==> config.mk <==
export PLATFORM = sky130hd
export DESIGN_NAME = alu_cmd_issue
export DESIGN_NICKNAME = d
export VERILOG_FILES = /design/src/rtl/alu_cmd_issue.sv
export SDC_FILE = /design/constraint.sdc
export NUM_CORES = 1
export LEC_CHECK = 0
export CORE_MARGIN = 10
export CORE_UTILIZATION = 50
export DETAILED_ROUTE_END_ITERATION = 7
export DONT_BUFFER_PORTS = 1
export SLEW_MARGIN = 5
export SYNTH_ARGS = -nofsm -noshare
export SYNTH_HDL_FRONTEND = slang
export SYNTH_SLANG_ARGS = --single-unit
==> constraint.sdc <==
create_clock -name clk -period 5.5 [get_ports clk]
set_clock_uncertainty 0.2 [all_clocks]
set_input_delay 1.1 -clock clk [delete_from_list [all_inputs] [get_ports clk]]
set_output_delay 1.1 -clock clk [all_outputs]
set_load 0.01 [all_outputs]
==> src/rtl/alu_cmd_issue.sv <==
// alu_cmd_issue: in-order command FIFO in front of the alu32 datapath.
// Commands {a, b, sel} are buffered, issued one per clock onto the
// registered alu_a/alu_b/alu_sel lines, and the alu32 result is collected
// after a fixed latency and returned together with a sequence tag.
// Optional feature: define ALU_ISSUE_CNT_EN to add the 32-bit issue_cnt
// output, a free-running count of issued commands.
module alu_cmd_issue #(
  parameter int DATA_W  = 32,
  parameter int DEPTH   = 4,
  parameter int ALU_LAT = 1,
  parameter int TAG_W   = 4,
  localparam int CNT_W  = $clog2(DEPTH + 1)
) (
  input  logic              clk,
  input  logic              rst_n,
  input  logic              in_valid,
  output logic              in_ready,
  input  logic [DATA_W-1:0] in_a,
  input  logic [DATA_W-1:0] in_b,
  input  logic [3:0]        in_sel,
  input  logic              issue_en,
  output logic [DATA_W-1:0] alu_a,
  output logic [DATA_W-1:0] alu_b,
  output logic [3:0]        alu_sel,
  input  logic [DATA_W-1:0] alu_out,
  output logic              res_valid,
  output logic [DATA_W-1:0] res_data,
  output logic [TAG_W-1:0]  res_tag,
  output logic [CNT_W-1:0]  fifo_count
`ifdef ALU_ISSUE_CNT_EN
  ,
  output logic [31:0]       issue_cnt
`endif
);

  localparam int PTR_W = $clog2(DEPTH);
  localparam logic [CNT_W-1:0] FULL = CNT_W'(DEPTH);

  logic [DATA_W-1:0] mem_a   [DEPTH];
  logic [DATA_W-1:0] mem_b   [DEPTH];
  logic [3:0]        mem_sel [DEPTH];

  logic [PTR_W-1:0] wr_ptr;
  logic [PTR_W-1:0] rd_ptr;
  logic [TAG_W-1:0] tag_cnt;

  // Stage k holds a command issued k edges ago. One stage more than ALU_LAT
  // is kept because alu32 registers its output: the result is sampled on the
  // edge after alu_out has settled.
  logic [ALU_LAT:0] pipe_valid;
  logic [TAG_W-1:0] pipe_tag [ALU_LAT+1];

  logic push;
  logic pop;

  // in_ready deliberately ignores a same-cycle pop so it depends on state only.
  assign in_ready = (fifo_count != FULL);
  assign push     = in_valid & in_ready;
  assign pop      = issue_en & (fifo_count != '0);

  // FIFO storage needs no reset; only entries between the pointers are read.
  always_ff @(posedge clk) begin
    if (push) begin
      mem_a[wr_ptr]   <= in_a;
      mem_b[wr_ptr]   <= in_b;
      mem_sel[wr_ptr] <= in_sel;
    end
  end

  // Pointer and occupancy bookkeeping; pointers wrap naturally since DEPTH is a power of 2.
  always_ff @(posedge clk or negedge rst_n) begin
    if (!rst_n) begin
      wr_ptr     <= '0;
      rd_ptr     <= '0;
      fifo_count <= '0;
    end else begin
      if (push) wr_ptr <= wr_ptr + PTR_W'(1);
      if (pop)  rd_ptr <= rd_ptr + PTR_W'(1);
      case ({push, pop})
        2'b10:   fifo_count <= fifo_count + CNT_W'(1);
        2'b01:   fifo_count <= fifo_count - CNT_W'(1);
        default: fifo_count <= fifo_count;
      endcase
    end
  end

  // Issue: load the alu32 operand registers from the FIFO head and advance the tag.
  always_ff @(posedge clk or negedge rst_n) begin
    if (!rst_n) begin
      alu_a   <= '0;
      alu_b   <= '0;
      alu_sel <= '0;
      tag_cnt <= '0;
    end else if (pop) begin
      alu_a   <= mem_a[rd_ptr];
      alu_b   <= mem_b[rd_ptr];
      alu_sel <= mem_sel[rd_ptr];
      tag_cnt <= tag_cnt + TAG_W'(1);
    end
  end

  // Latency pipe of {valid, tag}; advances every edge and is flushed by reset.
  always_ff @(posedge clk or negedge rst_n) begin
    if (!rst_n) begin
      pipe_valid <= '0;
      for (int i = 0; i <= ALU_LAT; i++) pipe_tag[i] <= '0;
    end else begin
      pipe_valid[0] <= pop;
      pipe_tag[0]   <= tag_cnt;
      for (int i = 1; i <= ALU_LAT; i++) begin
        pipe_valid[i] <= pipe_valid[i-1];
        pipe_tag[i]   <= pipe_tag[i-1];
      end
    end
  end

  // Result capture: pulse res_valid for one cycle and hold data/tag otherwise.
  always_ff @(posedge clk or negedge rst_n) begin
    if (!rst_n) begin
      res_valid <= 1'b0;
      res_data  <= '0;
      res_tag   <= '0;
    end else if (pipe_valid[ALU_LAT]) begin
      res_valid <= 1'b1;
      res_data  <= alu_out;
      res_tag   <= pipe_tag[ALU_LAT];
    end else begin
      res_valid <= 1'b0;
    end
  end

`ifdef ALU_ISSUE_CNT_EN
  // Issue counter, wrapping from all-ones back to zero.
  always_ff @(posedge clk or negedge rst_n) begin
    if (!rst_n) issue_cnt <= '0;
    else if (pop) issue_cnt <= issue_cnt + 32'd1;
  end
`endif

endmodule

# [Yosys cells after proc, flatten, opt, wreduce, memory -nomap -nowiden]
# Memories as Yosys holds them, arrays and structs flattened. A register that Yosys moved wholly into a read port is not among the register bits.
# Cells that the tools add are included.
[word_totals] regBits=58 latch_bits=0 mem_bits_rw=272 romBits=0 input_bits=104 out_inout_bits=109 elab_cells=32 n_memories=3
[mem_list] name="mem_a" depth=4 width=32 rd=1 rd_clocked_by_memory_dff=1 wr=1 line="39" rtl="logic [DATA_W-1:0] mem_a [DEPTH];"
[mem_list] name="mem_b" depth=4 width=32 rd=1 rd_clocked_by_memory_dff=1 wr=1 line="40" rtl="logic [DATA_W-1:0] mem_b [DEPTH];"
[mem_list] name="mem_sel" depth=4 width=4 rd=1 rd_clocked_by_memory_dff=1 wr=1 line="41" rtl="logic [3:0] mem_sel [DEPTH];"
[classes] add_sub_neg=5 mul=0 n_div=0 order_cmp=0 n_eq_ne=3 n_shift=0 muxes=4 bitwise_logic=2 reduce_logical=5
[op_table] cell="case mux 3 bit (2 select lines)" count=1
[op_table] cell="adder 2 x 1 -> 2 bit, second input constant" count=2
[op_table] cell="adder 4 x 1 -> 4 bit, second input constant" count=1
[op_table] cell="adder 3 x 1 -> 3 bit, second input constant" count=1
[op_table] cell="logical NOT 1 bit" count=3
[op_table] cell="2-to-1 mux 1 bit" count=3
[op_table] cell="inequality test 3 bit, second input constant" count=1
[op_table] cell="nonzero test 3 bit" count=1
[op_table] cell="subtractor 3 x 1 -> 3 bit, second input constant" count=1
[op_table] cell="AND 1 bit" count=2
[op_table] cell="equality test 2 x 1 -> 1 bit, second input constant" count=1
[op_table] cell="equality test 2 bit, second input constant" count=1
[op_table] cell="nonzero test 2 bit" count=1

# [Longest topological paths before layout]
# Gate-level depths: netlist of run 1.
[depth] word_depth=4 ltp_mapped=9 mapped_depth_nobuf=9

# [Worst setup path after synthesis of run 1]
# OpenSTA, ideal clock, no wires.
[synth_path] kind="input-to-reg" startpoint="input in_valid" endpoint="memory mem_a[0][0] (enable)" setup_time_ns=0.434 arrival_time_ns=2.734 required_ns=4.866 path_slack_ns=2.132 cell_stages=1 n_path_buf=0 cell_sequence="and3_1"
[synth_via] elab_chain_len=3
[synth_lines] item="start, declared" line="16" rtl="input logic in_valid,"
[synth_lines] item="AND 1 bit" line="58" rtl="assign push = in_valid & in_ready;"
[synth_lines] item="2-to-1 mux 1 bit" line="63" rtl="if (push) begin"
[synth_lines] item="2-to-1 mux 1 bit (not written as such)" line="64" rtl="mem_a[wr_ptr] <= in_a;"
[synth_lines] item="end, declared" line="39"
# No other way between the ends.

# [Worst setup path after layout of run 1]
[layout_path] startpoint="register fifo_count[2]" endpoint="output in_ready"
[layout_via] elab_chain_len=1
[layout_lines] item="start, declared" line="29" rtl="output logic [CNT_W-1:0] fifo_count"
[layout_lines] item="start signal, assigned" line="80" rtl="2'b10: fifo_count <= fifo_count + CNT_W'(1);"
[layout_lines] item="start signal, assigned" line="81" rtl="2'b01: fifo_count <= fifo_count - CNT_W'(1);"
[layout_lines] item="start signal, assigned" line="82" rtl="default: fifo_count <= fifo_count;"
[layout_lines] item="inequality test 3 bit" line="57" rtl="assign in_ready = (fifo_count != FULL);"
[layout_lines] item="end, declared" line="17" rtl="output logic in_ready,"
# No other way between the ends.

==> impl_metrics.py, run 1 <==
metrics = {
    "placed_design": {
        "dp_hpwl_um": 16470,
        "io_buffer_count": 0,
        "gp_congestion": 0.7041,
    },
    "worst_setup_path": {
        "path_buf_inv": 0,
        "crit_fanout": 6,
        "critPathSlowestCell": "dfrtp_1",
        "crit_family": "flip-flops",
        "cp.required_ns": 4.20,
        "slowest_delay_ns": 0.50,
        "path_cells": "or3b_4",
        "critPathLaunchType": "register",
        "critical_path_class": "reg2out",
        "arrival_ns": 1.50,
        "end_kind": "output pin",
    },
    "logic_synthesis": {
        "synth.avg_cell_area_um2": 18.73,
        "synth.area.top_cells": "edfxtp_1 56%, dfrtp_1 22%, mux4_2 10%",
        "synth_top_family_by_area": "multiplexers",
        "ys_ff_latch": 398,
        "synth-edff-count": 272,
        "muxShareOfSynthArea": 0.1344,
        "synth.most_common_cell": "edfxtp_1",
        "synth_commonest_cells": "272 x edfxtp_1, 209 x nand2_1, 126 x dfrtp_1",
        "synth_nets": 890,
        "synth_top_area_cell": "edfxtp_1",
        "synthXorXnorAreaFrac": 0.005401,
        "yosysSeqAreaShare": 0.7757,
        "synthCells": 779,
        "synth_compound_area_frac": 0.001457,
        "synthAdderAreaFrac": 0.006516,
        "synth_top_area_frac": 0.5597,
        "syn_area_um2": 14590,
        "yosysUniqueCellTypes": 23,
        "synthArstFlopShare": 0.3166,
        "synth-main-ff-cell": "edfxtp_1",
        "synth_simple_gate_area_frac": 0.05753,
        "yosys_warnings": 0,
    },
    "detailed_routing": {
        "finalWirelength_um": 28090,
        "routedWlPerCell_um": 23.24,
        "first_iter_violations": 350,
        "drtPass1Iterations": 4,
        "viasPerCell": 5.467,
        "drc_errors": 0,
        "final_antenna_net_count": 0,
        "num_vias": 6609,
    },
    "global_route": {
        "grtUsageTotal": 0.1546,
        "grt_max_degree": 127,
        "grt_pass1_vias": 7305,
        "grt_first_pass_wirelength_um": 43310,
        "gr-total-overflow": 0,
        "antenna_found_initial": 0,
    },
    "power": {
        "p_leak_nw": 5.995,
        "combPwrFrac": 0.192,
        "intPower_w": 0.006426,
        "total_power_w": 0.009090,
        "power.density_nw_per_um2": 562.1,
        "seqPwrFrac": 0.525,
        "clkPwrFrac": 0.283,
        "ir_drop_mv": 0.3045,
        "swShare": 0.2931,
        "p_switching_w": 0.002664,
    },
    "finish": {
        "num-nets-final": 904,
        "fill_cells": 2190,
        "n_antenna_cell": 0,
        "area_growth_pct": 10.81,
        "final_layout_size_suffix_gt1_frac": 0.2206,
    },
    "timing": {
        "setup_tns_ns": 0,
        "rsz0062_at_grt": "false",
        "worst_pin_slew_ns": 1.124,
        "min_period_ns": 2.799,
        "relSlewSlack": 0.2506,
        "slew_viol_final": 0,
        "finalHoldViolations": 0,
        "fin_crit_sh": 0.5089,
        "finalSetupViolCount": 0,
        "fmax_mhz": 357.3,
    },
    "cts": {
        "cts_buffers": 40,
        "clkTransAtPathRegs_ns": 0.06,
        "cts_tree": "done",
        "post-cts-setup-buffers": 0,
        "ctsHoldBuffers": 0,
        "htreeDepth": 2,
        "cts.path.max_buffers": 3,
        "cts-root-buf": "clkbuf_16",
        "cts_resized": 0,
        "clk_latency_ns": 0.52,
        "clock-sinks": 398,
    },
    "die": {
        "die-area_um2": 36420,
        "io_pins": 213,
        "start_util": 0.5071,
        "coreArea_um2": 28780,
        "die_h_um": 190.8,
        "die_w_um": 190.8,
        "rows": 62,
    },
    "status": {
        "status": "finished, final reports clean",
    },
    "min_path": {
        "hold_class": "in2async",
    },
    "job": {
        "max-cap-violations": 0,
    },
}
## kinds of logic (layout without fill, tap and decap cells)
kind of cell | after synthesis | in the layout
compound gates | 1 | 1
xor+xnor | 9 | 9
fa+ha+maj | 7 | 7
buf+inv | 41 | 87
flops | 398 | 398
mux | 106 | 106
simple gates | 217 | 217
## power by group through the flow
stage	clock network, W	logic, W	registers [W]
2_1_floorplan	0	0.00155	0.00457
3_3_place_gp	0	0.00175	0.00483
3_5_place_dp	0	0.00180	0.00487
4_1_cts	0.00264	0.00181	0.00481
5_1_grt	0.00276	0.00197	0.00489
6_report	0.00257	0.00174	0.00478
## flip-flops by register name (all words and copies together) (netlist names), 4 cells and up
| register | count |
|---|---|
| res_tag | 4 |
| mem_a | 128 |
| mem_sel | 16 |
| res_data | 32 |
| alu_b | 32 |
| tag_cnt | 4 |
| pipe_tag | 8 |
| alu_sel | 4 |
| mem_b | 128 |
| alu_a | 32 |
## per-layer routing
layer / GRT usage / wire (µm)
met1: 0.1755 / 10410
met5: 0 / 0
met4: 0.04331 / 501
met3: 0.06767 / 3212
met2: 0.2607 / 13970
## stage by stage
| step | hold slack [ns] | area, µm² | util | std cells | worst slack (ns) |
|---|---|---|---|---|---|
| floorplan | 0.1312 | 14590 | - | 779 | 2.132 |
| global placement | 0.1331 | 14900 | 0.5178 | 1135 | 2.373 |
| detailed placement | 0.1347 | 14900 | 0.5178 | 1135 | 2.360 |
| CTS | 0.04120 | 16170 | 0.5619 | 1209 | 2.663 |
| global route | 0.04901 | 16170 | 0.5619 | 1209 | 2.645 |
| finish | 0.07465 | 16170 | 0.5619 | 1209 | 2.701 |
## worst paths after layout
path / depth (start not counted) / start / slack (ns) / end
setup / recovery: 1 / fifo_count[2] / 2.70 / in_ready
hold / removal: 0 / rst_n / 0.07 / alu_a[3]
setup reg to reg: 8 / fifo_count[0] / 2.94 / fifo_count[2]
hold reg to reg: 0 / pipe_valid[0] / 0.15 / pipe_valid[1]
max in group asynchronous: 0 / rst_n / 4.85 / alu_b[23]
min in group clk: 0 / pipe_valid[0] / 0.15 / pipe_valid[1]
## cells in the final DEF (no fill, tap or decap), drive strengths merged, types with 2 or more instances in the layout
| cell | n |
|---|---|
| and3 | 4 |
| buf | 6 |
| clkbuf | 59 |
| clkinv | 14 |
| dfrtp | 126 |
| edfxtp | 272 |
| ha | 6 |
| inv | 7 |
| mux2 | 37 |
| mux4 | 68 |
| nand2 | 209 |
| xnor2 | 7 |
| xor2 | 2 |
## layout make-up
class / count / area (µm²) / area share
Clock buffer: 59 / 1185 / 0.07327
Clock inverter: 15 / 85.08 / 0.005261
Inverter: 7 / 31.28 / 0.001934
Multi-Input combinational cell: 340 / 3017 / 0.1865
Sequential cell: 398 / 11330 / 0.7005
Tap cell: 384 / 480.5 / 0.02971
Timing Repair Buffer: 6 / 45.04 / 0.002785
Note: power is estimated with default switching activity, not from simulation.
==> run 2: changes to the inputs <==
- PLACE_DENSITY: default -> 0.68
- clock period: 5.5 -> 2.45 ns (I/O delays scaled with it)
==> impl_metrics.py, run 2 (synthesis gave the netlist of run 1 again) <==
metrics = {
    "detailed_routing": {
        "viasPerCell": 5.303,
        "routedWlPerCell_um": 21.38,
        "wl_met2_um": 14280,
        "drtPass1Iterations": 6,
        "final_antenna_net_count": 0,
        "met3_wirelength_um": 2481,
        "met1Wirelength_um": 10810,
        "dr.max_layer_used": "met5",
        "drc_errors": 0,
        "first_iter_violations": 414,
        "num_vias": 6974,
        "finalWirelength_um": 28110,
    },
    "power": {
        "p_leak_nw": 6.494,
        "power.density_nw_per_um2": 1206,
        "ir_drop_mv": 0.7184,
    },
    "timing": {
        "rsz0062_at_grt": "false",
        "finalHoldViolations": 126,
        "min_period_ns": 2.326,
        "hold_slack_ns": -0.5290,
        "finalSetupViolCount": 0,
        "worst_pin_slew_ns": 1.113,
        "fmax_mhz": 429.9,
        "relSlewSlack": 0.2582,
        "setup_tns_ns": 0,
        "setup_ws_ns": 0.1240,
        "slew_viol_final": 0,
        "fin_crit_sh": 0.9494,
    },
    "global_route": {
        "gr-total-overflow": 0,
        "grt_pass1_vias": 7685,
        "grt_first_pass_wirelength_um": 44260,
        "antenna_found_initial": 1,
        "grt_max_degree": 127,
        "grtUsageTotal": 0.1548,
    },
    "finish": {
        "finish.utilization": 0.6032,
        "num-nets-final": 1012,
        "top_regs": "mem_a (128), mem_b (128)",
        "final_layout_size_suffix_gt1_frac": 0.2030,
        "final_cell_mix": "272 x edfxtp_1, 209 x nand2_1, 124 x dfrtp_1, 101 x dlygate4sd3_1, 68 x mux4_2",
        "area_growth_pct": 18.96,
        "layout_commonest_cell": "edfxtp_1",
        "n_antenna_cell": 0,
        "fill_cells": 2087,
    },
    "worst_setup_path": {
        "end_kind": "register",
        "path_cells": "or3b_4, and2_4, inv_1, ha_1, inv_1, fa_1, xor2_1, nor2_1, xor2_1",
        "path_buf_inv": 2,
        "critical_path_class": "reg2reg",
        "r2r_cells": 9,
        "slowest_delay_ns": 0.40,
        "arrival_ns": 2.55,
        "critPathLaunchType": "register",
        "critPathSlowestCell": "or3b_4",
        "crit_family": "simple AND/OR/NAND/NOR gates",
        "crit_fanout": 3,
        "crit_cells": 9,
        "cp.required_ns": 2.67,
    },
    "cts": {
        "cts_resized": 0,
        "cts.path.max_buffers": 3,
        "ctsHoldBuffers": 101,
        "clock-sinks": 398,
        "cts_buffers": 41,
        "clkTransAtPathRegs_ns": 0.06,
        "cts_tree": "done",
        "htreeDepth": 2,
        "cts-root-buf": "clkbuf_16",
        "clk_latency_ns": 0.51,
        "post-cts-setup-buffers": 0,
    },
    "die": {
        "start_util": 0.5071,
        "rows": 62,
        "die_h_um": 190.8,
        "die_w_um": 190.8,
        "coreArea_um2": 28780,
        "die-area_um2": 36420,
        "io_pins": 213,
    },
    "status": {
        "status": "finished with violations",
        "violations": "negative hold slack",
    },
    "placed_design": {
        "pre_cts_slack_ns": 0.09572,
        "dp_hpwl_um": 16540,
        "io_buffer_count": 0,
        "gp_congestion": 0.7171,
    },
    "min_path": {
        "hold_class": "in2async",
    },
    "job": {
        "max-cap-violations": 0,
    },
}
==> run 2: final cells by class <==
cell class                      instances  area (µm²)  area share
Clock buffer                           52        1129     0.06501
Clock inverter                         21       186.4     0.01074
Sequential cell                       398       11330      0.6525
Inverter                                7       31.28    0.001802
Multi-Input combinational cell        340        3017      0.1738
Tap cell                              384       480.5     0.02768
Timing Repair Buffer                  113        1189     0.06847
==> run 2: path summary, 6_finish.rpt <==
| kind | from | end | slack, ns |
|---|---|---|---|
| min in group clk | pipe_tag[7] | pipe_tag[3] | 0.15 |
| min | rst_n | alu_b[6] | -0.53 |
| max in group asynchronous | rst_n | rd_ptr[0] | 2.43 |
| max | fifo_count[0] | fifo_count[2] | 0.12 |
| max reg2reg | fifo_count[0] | fifo_count[2] | 0.12 |
| min reg2reg | pipe_tag[7] | pipe_tag[3] | 0.15 |
==> run 2: metal layers <==
layer | vias up | track usage
met5 | - | 0
met4 | 2 | 0.04391
met3 | 44 | 0.04682
met2 | 219 | 0.2657
met1 | 3563 | 0.1854
li1 | 3146 | -
==> run 2: where the power goes <==
part	switching, W	total (W)	internal (W)
clock network	0.00237	0.00595	0.00357
registers	0.00138	0.0106	0.00919
logic	0.00225	0.00443	0.00217
total	0.00601	0.0209	0.0149
==> run 2: per-stage QoR <==
stage	hold WS (ns)	std cells	total power, W	cell area, µm²
2_1_floorplan	-0.005591	779	0.01371	14600
3_3_place_gp	-0.0009941	1141	0.01489	15030
3_5_place_dp	-0.0009425	1141	0.01512	15030
4_1_cts	-0.5606	1315	0.02132	17360
5_1_grt	-0.5596	1315	0.02211	17360
6_report	-0.5290	1315	0.02094	17360
